==> src/rtl/mem_port_arbiter_if.sv <==
// Bus bundle between the two memory requesters, the arbiter and the shared
// instruction/data memory. The arbiter takes the slave view; the requester
// and memory side (CPU datapath, loader, RAM/IO mux) take the master view.
interface mem_port_arbiter_if #(
  parameter int AW = 32,
  parameter int DW = 32
);
  // Master 0: CPU datapath
  logic          m0_req;
  logic          m0_we;
  logic          m0_lock;
  logic [AW-1:0] m0_addr;
  logic [DW-1:0] m0_wdata;
  logic          m0_gnt;
  logic          m0_rvalid;
  logic [DW-1:0] m0_rdata;

  // Master 1: debug / program loader
  logic          m1_req;
  logic          m1_we;
  logic          m1_lock;
  logic [AW-1:0] m1_addr;
  logic [DW-1:0] m1_wdata;
  logic          m1_gnt;
  logic          m1_rvalid;
  logic [DW-1:0] m1_rdata;

  // Shared memory side
  logic [AW-1:0] mem_addr;
  logic          mem_read;
  logic          mem_write;
  logic [DW-1:0] mem_wdata;
  logic [DW-1:0] mem_rdata;

  logic          busy;

  modport slave (
    input  m0_req, m0_we, m0_lock, m0_addr, m0_wdata,
    output m0_gnt, m0_rvalid, m0_rdata,
    input  m1_req, m1_we, m1_lock, m1_addr, m1_wdata,
    output m1_gnt, m1_rvalid, m1_rdata,
    output mem_addr, mem_read, mem_write, mem_wdata,
    input  mem_rdata,
    output busy
  );

  modport master (
    output m0_req, m0_we, m0_lock, m0_addr, m0_wdata,
    input  m0_gnt, m0_rvalid, m0_rdata,
    output m1_req, m1_we, m1_lock, m1_addr, m1_wdata,
    input  m1_gnt, m1_rvalid, m1_rdata,
    input  mem_addr, mem_read, mem_write, mem_wdata,
    output mem_rdata,
    input  busy
  );
endinterface

==> src/rtl/mem_port_arbiter.sv <==
// Two-master arbiter in front of the single instruction/data memory.
// Round-robin between the CPU datapath (m0) and the loader (m1), with an
// optional ownership lock and one-cycle pipelined read-data return.
// A lock owner that stops requesting keeps the lock; the loader relies on
// this to hold the memory across gaps in its own traffic.
module mem_port_arbiter #(
  parameter int AW     = 32,
  parameter int DW     = 32,
  parameter int RD_LAT = 1
) (
  input logic              clk,
  input logic              rst,
  mem_port_arbiter_if.slave bus
);

  // The return path assumes data appears exactly one cycle after the read.
  generate
    if (RD_LAT != 1) begin : g_badReadLatency
      $error("mem_port_arbiter supports only RD_LAT = 1");
    end
  endgenerate

  typedef enum logic [1:0] {
    LOCK_NONE = 2'd0,
    LOCK_M0   = 2'd1,
    LOCK_M1   = 2'd2
  } lockState_e;

  lockState_e lock_q, lock_d;
  logic       lastGnt_q, lastGnt_d;
  logic       rdPend_q, rdPend_d;
  logic       rdOwner_q, rdOwner_d;

  logic gnt0;
  logic gnt1;
  logic anyGnt;
  logic gntWe;
  logic gntLock;

  // Pick at most one master: the lock owner exclusively, else round-robin.
  always_comb begin
    gnt0 = 1'b0;
    gnt1 = 1'b0;
    case (lock_q)
      LOCK_M0: gnt0 = bus.m0_req;
      LOCK_M1: gnt1 = bus.m1_req;
      default: begin
        if (bus.m0_req && bus.m1_req) begin
          gnt0 = lastGnt_q;
          gnt1 = ~lastGnt_q;
        end else begin
          gnt0 = bus.m0_req;
          gnt1 = bus.m1_req;
        end
      end
    endcase
    anyGnt  = gnt0 | gnt1;
    gntWe   = gnt1 ? bus.m1_we   : bus.m0_we;
    gntLock = gnt1 ? bus.m1_lock : bus.m0_lock;
  end

  // Route the granted master onto the memory; an idle bus is driven to zero.
  always_comb begin
    bus.mem_addr  = '0;
    bus.mem_wdata = '0;
    bus.mem_read  = 1'b0;
    bus.mem_write = 1'b0;
    if (gnt0) begin
      bus.mem_addr  = bus.m0_addr;
      bus.mem_wdata = bus.m0_wdata;
      bus.mem_read  = ~bus.m0_we;
      bus.mem_write = bus.m0_we;
    end else if (gnt1) begin
      bus.mem_addr  = bus.m1_addr;
      bus.mem_wdata = bus.m1_wdata;
      bus.mem_read  = ~bus.m1_we;
      bus.mem_write = bus.m1_we;
    end
  end

  // Next state: round-robin pointer, lock ownership and read-return tracking.
  always_comb begin
    lastGnt_d = lastGnt_q;
    lock_d    = lock_q;
    rdPend_d  = anyGnt & ~gntWe;
    rdOwner_d = rdOwner_q;
    if (anyGnt) begin
      lastGnt_d = gnt1;
      // While locked only the owner is ever granted, so a grant with lock=0
      // is either the owner releasing or an unlocked access.
      if (gntLock) begin
        lock_d = gnt1 ? LOCK_M1 : LOCK_M0;
      end else begin
        lock_d = LOCK_NONE;
      end
      if (!gntWe) begin
        rdOwner_d = gnt1;
      end
    end
  end

  // State registers; reset favours m0 in the first contention.
  always_ff @(posedge clk or negedge rst) begin
    if (!rst) begin
      lastGnt_q <= 1'b1;
      lock_q    <= LOCK_NONE;
      rdPend_q  <= 1'b0;
      rdOwner_q <= 1'b0;
    end else begin
      lastGnt_q <= lastGnt_d;
      lock_q    <= lock_d;
      rdPend_q  <= rdPend_d;
      rdOwner_q <= rdOwner_d;
    end
  end

  // Grants, read-data steering to the issuing master, and the busy flag.
  always_comb begin
    bus.m0_gnt    = gnt0;
    bus.m1_gnt    = gnt1;
    bus.m0_rvalid = rdPend_q & ~rdOwner_q;
    bus.m1_rvalid = rdPend_q & rdOwner_q;
    bus.m0_rdata  = bus.m0_rvalid ? bus.mem_rdata : '0;
    bus.m1_rdata  = bus.m1_rvalid ? bus.mem_rdata : '0;
    bus.busy      = rdPend_q | (lock_q != LOCK_NONE);
  end

endmodule

==> src/flat_wrapper.sv <==
// flat-port wrapper written by rule: the top's interface ports become plain ports
module mem_port_arbiter_flat 
#(
  parameter int AW     = 32,
  parameter int DW     = 32,
  parameter int RD_LAT = 1
)
  (clk, rst, bus_m0_req, bus_m0_we, bus_m0_lock, bus_m0_addr, bus_m0_wdata, bus_m0_gnt, bus_m0_rvalid, bus_m0_rdata, bus_m1_req, bus_m1_we, bus_m1_lock, bus_m1_addr, bus_m1_wdata, bus_m1_gnt, bus_m1_rvalid, bus_m1_rdata, bus_mem_addr, bus_mem_read, bus_mem_write, bus_mem_wdata, bus_mem_rdata, bus_busy);
  mem_port_arbiter_if #(.AW(AW), .DW(DW)) bus_i ();
  input logic clk;
  input logic rst;
  input wire logic [$bits(bus_i.m0_req)-1:0] bus_m0_req;
  input wire logic [$bits(bus_i.m0_we)-1:0] bus_m0_we;
  input wire logic [$bits(bus_i.m0_lock)-1:0] bus_m0_lock;
  input wire logic [$bits(bus_i.m0_addr)-1:0] bus_m0_addr;
  input wire logic [$bits(bus_i.m0_wdata)-1:0] bus_m0_wdata;
  output wire logic [$bits(bus_i.m0_gnt)-1:0] bus_m0_gnt;
  output wire logic [$bits(bus_i.m0_rvalid)-1:0] bus_m0_rvalid;
  output wire logic [$bits(bus_i.m0_rdata)-1:0] bus_m0_rdata;
  input wire logic [$bits(bus_i.m1_req)-1:0] bus_m1_req;
  input wire logic [$bits(bus_i.m1_we)-1:0] bus_m1_we;
  input wire logic [$bits(bus_i.m1_lock)-1:0] bus_m1_lock;
  input wire logic [$bits(bus_i.m1_addr)-1:0] bus_m1_addr;
  input wire logic [$bits(bus_i.m1_wdata)-1:0] bus_m1_wdata;
  output wire logic [$bits(bus_i.m1_gnt)-1:0] bus_m1_gnt;
  output wire logic [$bits(bus_i.m1_rvalid)-1:0] bus_m1_rvalid;
  output wire logic [$bits(bus_i.m1_rdata)-1:0] bus_m1_rdata;
  output wire logic [$bits(bus_i.mem_addr)-1:0] bus_mem_addr;
  output wire logic [$bits(bus_i.mem_read)-1:0] bus_mem_read;
  output wire logic [$bits(bus_i.mem_write)-1:0] bus_mem_write;
  output wire logic [$bits(bus_i.mem_wdata)-1:0] bus_mem_wdata;
  input wire logic [$bits(bus_i.mem_rdata)-1:0] bus_mem_rdata;
  output wire logic [$bits(bus_i.busy)-1:0] bus_busy;
  assign bus_i.m0_req = bus_m0_req;
  assign bus_i.m0_we = bus_m0_we;
  assign bus_i.m0_lock = bus_m0_lock;
  assign bus_i.m0_addr = bus_m0_addr;
  assign bus_i.m0_wdata = bus_m0_wdata;
  assign bus_m0_gnt = bus_i.m0_gnt;
  assign bus_m0_rvalid = bus_i.m0_rvalid;
  assign bus_m0_rdata = bus_i.m0_rdata;
  assign bus_i.m1_req = bus_m1_req;
  assign bus_i.m1_we = bus_m1_we;
  assign bus_i.m1_lock = bus_m1_lock;
  assign bus_i.m1_addr = bus_m1_addr;
  assign bus_i.m1_wdata = bus_m1_wdata;
  assign bus_m1_gnt = bus_i.m1_gnt;
  assign bus_m1_rvalid = bus_i.m1_rvalid;
  assign bus_m1_rdata = bus_i.m1_rdata;
  assign bus_mem_addr = bus_i.mem_addr;
  assign bus_mem_read = bus_i.mem_read;
  assign bus_mem_write = bus_i.mem_write;
  assign bus_mem_wdata = bus_i.mem_wdata;
  assign bus_i.mem_rdata = bus_mem_rdata;
  assign bus_busy = bus_i.busy;
  mem_port_arbiter #(.AW(AW), .DW(DW), .RD_LAT(RD_LAT)) u_core (.clk(clk), .rst(rst), .bus(bus_i));
endmodule
==> config.mk <==
export PLATFORM = sky130hd
export DESIGN_NAME = mem_port_arbiter_flat
export DESIGN_NICKNAME = d
export VERILOG_FILES = /design/src/rtl/mem_port_arbiter_if.sv /design/src/rtl/mem_port_arbiter.sv /design/src/flat_wrapper.sv
export SDC_FILE = /design/constraint.sdc
export NUM_CORES = 1
export LEC_CHECK = 0
export ABC_AREA = 1
export BUFFER_PORTS_ARGS = -buffer_cell sky130_fd_sc_hd__buf_2
export CORE_AREA = 2 2 117 119
export DETAILED_ROUTE_END_ITERATION = 16
export DIE_AREA = 0 0 119 121
export PLACE_DENSITY = 0.55
export REMOVE_ABC_BUFFERS = 1
export SLEW_MARGIN = 10
export SYNTH_ARGS = -nofsm -noshare
export SYNTH_HDL_FRONTEND = slang
export SYNTH_SLANG_ARGS = --single-unit
==> constraint.sdc <==
create_clock -name clk -period 1.86 [get_ports clk]
set_clock_uncertainty 0.2 [all_clocks]
set_input_delay 0.093 -clock clk [delete_from_list [all_inputs] [get_ports clk]]
set_output_delay 0.093 -clock clk [all_outputs]
set_load 0.02 [all_outputs]
---- After elaboration in Yosys (flattened, before gate mapping) ----
Index checks and enable logic that the tools add are counted.
cells by class
  div/mod/pow operators ................... 0
  multiply operators ...................... 0
  $add $sub $neg .......................... 0
  order comparisons ....................... 0
  eq/ne operators ......................... 2
  bitwise logic cells ..................... 10
  shift-type cells ........................ 0
  reductions and logical operators ........ 3
  multiplexer cells ....................... 18
operators with widths
  kind                count
  $mux 32             6
  $mux 1              8
  $not 1->1           5
  $mux 2              2
  $pmux 1 s2          2
  $and 1x1->1         3
  $eq 2x1->1 const B  1
  $eq 2x2->1 const B  1
  $or 1x1->1          2
  $reduce_and 2->1    1
  $reduce_bool 2->1   1
  $logic_and 1x1->1   1
storage, ports and cells
  bits in registers ....................... 5
  bits of input ports ..................... 168
  RAM bits ................................ 0
  memories ................................ 0
  bits in latches ......................... 0
  memory bits (read-only) ................. 0
  logic and storage cells ................. 37
  output and inout port bits .............. 135

---- Longest topological paths before layout ----
  depth in word-level cells ............... 6
  mapped depth ............................ 11
  mapped depth without buffers ............ 9

---- Least setup slack after synthesis ----
No wires, ideal clock.
  path kind ............................... reg2out
  start point ............................. register u_core.lock_q[0]
  end point ............................... output bus_mem_read
  buffers on the path ..................... 1
  data required time ...................... 1.567 ns
  arrival time ............................ 1.653 ns
  path slack .............................. -0.086 ns
  cell stages (with the launch flop) ...... 8
  cell sequence ........................... dfrtp_1 -> inv_1 -> ha_1 -> inv_2 -> o21ai_1 -> nor2_4 -> buf_6 -> o21ai_0
on the way
  cells in the longest elaborated chain, start to end .. 4
  elaborated cells on any way between the ends .. 6
  classes of those cells .................. eq/ne: 2; mux: 4
ends and longest elaborated chain
  item                                      RTL line                 text
  start, declared                           mem_port_arbiter.sv:29   lockState_e lock_q, lock_d;
  start signal, assigned                    mem_port_arbiter.sv:111  lock_q <= lock_d;
  $eq 2x2->1 or $eq 2x1->1 (tied branches)  mem_port_arbiter.sv:44   case (lock_q)
  $pmux 1 s2                                mem_port_arbiter.sv:44
  $mux 1                                    mem_port_arbiter.sv:73   end else if (gnt1) begin
  $mux 1 (*)                                mem_port_arbiter.sv:68   if (gnt0) begin
  end, declared                             flat_wrapper.sv:29       output wire logic [$bits(bus_i.mem_read)-1:0] bus_mem_read;
Mark *: on every way between the ends. The rest lies on a longest branch, timed or not.

---- Worst setup path after layout ----
  start point ............................. register u_core.lock_q[1]
  end point ............................... output bus_mem_addr[15]
on the way
  cells in the longest elaborated chain, start to end .. 4
  elaborated cells on any way between the ends .. 6
  classes of those cells .................. eq/ne: 2; mux: 4
ends and longest elaborated chain
  item                                      RTL line                text
  $eq 2x2->1 or $eq 2x1->1 (tied branches)  mem_port_arbiter.sv:44
  $pmux 1 s2                                mem_port_arbiter.sv:44
  $mux 32                                   mem_port_arbiter.sv:73
  $mux 32 (*)                               mem_port_arbiter.sv:68
  end, declared                             flat_wrapper.sv:28      output wire logic [$bits(bus_i.mem_addr)-1:0] bus_mem_addr;
Marked as above.

==> out/summary.txt <==
Final Hold Fails - 2
Post-synthesis instance area - 1700 um2
DR pass1 iterations - 7
Data required time of the worst path - 1.57 ns
Worst path max stage delay - 0.36 ns
Area occupied by multi-input gates - 1630 um2
Power density relative to cell area - 1860 nW/um2
Worst skew pair latency - 0.23 ns
Hpwl dp - 8710 um
First-pass GRT wire length - 16700 um
Post-Synthesis Cells - 367
Reported max-cap violation count - 0
Part of the power in the clock network - 0.040
RSZ-0062 raised after global routing - yes
Post-layout worst setup margin - -0.282 ns
Placed instance area - 3440 um2
Htree depth - 1
CTS tree - built
Register area - 126 um2
Detail Route Antenna Nets - 0
Tot GR Track Use - 0.144
Final critical-path required period - 2.14 ns
Number of nets in the layout - 855
Core Region - 13100 um2
Starting density of the core - 0.130
Via density per instance - 4.11
Path type of the worst setup path - flop to primary output
Final setup vio count - 68
Critical path's top delay family - buffers and inverters
Die ar. - 14400 um2
Final weighted congestion in routability-driven placement - 0.765
Synth Warn # - 0
Hold Worst Slack - -0.00178 ns
Horizontal die dimension - 119 um
Critical path, cell by cell - inv_2 > ha_4 > inv_6 > nand3_4 > inv_2 > nor2_4 > buf_6 > clkbuf_16 > nand2_2 > nand2_1 > buf_6
Height of the chip - 121 um
Switch Pwr - 0.00470 W
Count of fill cells added during filler insertion - 1431
Violations in the final reports - hold timing, setup timing
Slowest library cell on the worst path - sky130_fd_sc_hd__dfrtp_1
Clock buffer depth - 2
Sequential Power Share - 0.024
Critical Path End Type - primary output
Antenna diode instance count - 0
Headroom to the max-slew limit - 0.782
Clock transition time at the flip-flop clock pins of the worst setup and hold paths - 0.03 ns
Post-Syn Area per Cell - 4.62 um2
Non-Filler Cell Area, Final - 4710 um2
Clock Sink Count - 5
Overflow left after global routing - 0
Worst-path fanout max - 5
Synth unique cells - 18
Share of final-layout standard cells stronger than drive strength 1 - 0.637
Routed vias - 3530
Root cell of the clock tree - sky130_fd_sc_hd__clkbuf_16
Total leakage power - 2.86 nW
Routed WL per cell - 14.9 um
Pin count of the biggest net entering global routing - 34
Int Pwr - 0.00406 W
Sequential area share after synthesis - 0.0745
Worst path bufs/invs - 6
CP arrival - 1.85 ns
Number of antenna violations at the first check in global routing - 1
Setup Total Neg Slack - -15.47 ns
Number of clock buffers inserted by TritonCTS - 3
Final clock period utilization by the worst path - 1.15
Peak ir drop on the vdd network - 756 uV
Final routed DRC violation total - 0
Highest attainable clock frequency - 0.467 GHz
Part of the power in combinational logic - 0.936
I/O pins - 303
Non-Filler Instances - 859
Final count of pins violating max slew - 0
Count of routing violations after the opening detailed-route iteration - 102
Post-layout total power - 0.00876 W
Place WS - -0.140 ns
Worst-margin pin slew - 0.327 ns
Placed instance count - 835
Growth of design area from synthesis to finish - 178%
Via count of the first global-routing pass - 3337
Seq cells post-synth - 5
Startpoint types - flop
Path class of the lowest-slack min-delay path - input port to async pin
Sw Ratio - 0.537
Status - finished, violations left
Number of buffers inserted by port buffering - 302
Total wire length - 12800 um
# rows - 42
-- state kept, by name, indices dropped and copies added (netlist names) --
name              count
u_core.lock_q         2
u_core.rdOwner_q      1
u_core.lastGnt_q      1
u_core.rdPend_q       1
-- stage by stage --
stage	util	hold slack, ns
after floorplan	-	-0.403
after global placement	0.263	-0.289
after detailed placement	0.263	-0.287
after CTS	0.318	0.00720
after global routing	0.360	0.0210
final	0.360	-0.00178
-- layer usage --
layer	part of all wire	vias to the layer above	global-route usage
li1	-	1741	-
met1	0.38	1577	0.160
met2	0.55	200	0.287
met3	0.063	12	0.0240
met4	0.011	0	0.0260
met5	0	-	0
-- final cells by class --
type	count	area share
clock buffers	4	0.0167
inverters	46	0.0387
multi-input cells	289	0.347
flip-flops and latches	5	0.0268
well taps	176	0.0467
repair buffers	339	0.524
-- cells in the mapped netlist --
cell,instances,area [um2]
sky130_fd_sc_hd__o21ai_0,3,15.0
sky130_fd_sc_hd__a21boi_2,1,11.3
sky130_fd_sc_hd__clkbuf_1,6,22.5
sky130_fd_sc_hd__nor2_4,1,11.3
sky130_fd_sc_hd__nand2_1,140,526
sky130_fd_sc_hd__ha_1,3,37.5
sky130_fd_sc_hd__buf_6,5,56.3
sky130_fd_sc_hd__nand2_2,1,6.26
sky130_fd_sc_hd__o21ai_1,1,5.00
sky130_fd_sc_hd__buf_2,12,60.1
sky130_fd_sc_hd__inv_2,3,11.3
sky130_fd_sc_hd__nand3_1,71,355
sky130_fd_sc_hd__dfrtp_1,4,100
sky130_fd_sc_hd__nor2_1,67,251
sky130_fd_sc_hd__inv_1,43,161
sky130_fd_sc_hd__buf_4,4,30.0
sky130_fd_sc_hd__nand3_2,1,10.0
sky130_fd_sc_hd__dfstp_2,1,26.3
-- cells by family (layout without fill, tap and decap cells) --
logic type,after synthesis,in the layout,share of synthesized area
fa+ha+maj,3,3,0.0221
compound gates,5,5,0.0184
flops,5,5,0.0745
buf+inv,73,389,0.201
simple gates,281,281,0.684
-- worst paths after layout --
check                                  from          endpoint  slack (ns)  cells after the start
setup / recovery           u_core.lock_q[1]  bus_mem_addr[15]       -0.28                     11
hold reg to reg            u_core.lastGnt_q  u_core.lastGnt_q        0.40                      2
max in group asynchronous               rst  u_core.lastGnt_q        1.25                      2
min in group clk                  bus_m0_we   u_core.rdPend_q        0.04                      4
hold / removal                          rst  u_core.lock_q[1]      -0.002                      2
setup reg to reg           u_core.lock_q[1]  u_core.lock_q[0]        0.10                      9
-- power by group through the flow --
| stage | combinational (W) | sequential [W] | clock (W) |
|---|---|---|---|
| finish | 0.00820 | 0.000206 | 0.000353 |
| global route | 0.00870 | 0.000215 | 0.000364 |
| CTS | 0.00704 | 0.000205 | 0.000360 |
| detailed placement | 0.00534 | 0.000202 | 0 |
| global placement | 0.00535 | 0.000198 | 0 |
| floorplan | 0.00311 | 0.000197 | 0 |
-- cells in the final DEF (no fill, tap or decap), drive strengths merged --
cell         netlist  routed
o21ai              4       4
dlygate4sd3        0       3
a21boi             1       1
clkbuf             6      10
clkinv             0       1
inv               46      45
dfrtp              4       4
buf               21     330
nor2              68      68
ha                 3       3
dfstp              1       1
nand3             72      72
nand2            141     141
-- timing repair --
action / CTS / global route
endpoints found under the hold margin: 7 / 0
hold buffers: 3 / 0
setup endpoints to repair: 68 / 69
buffers inserted: 4 / 6
pin swaps: 7 / 24
gates cloned: 4 / 8
gates resized for setup: 139 / 119
Power figures use the tool's default switching activity.
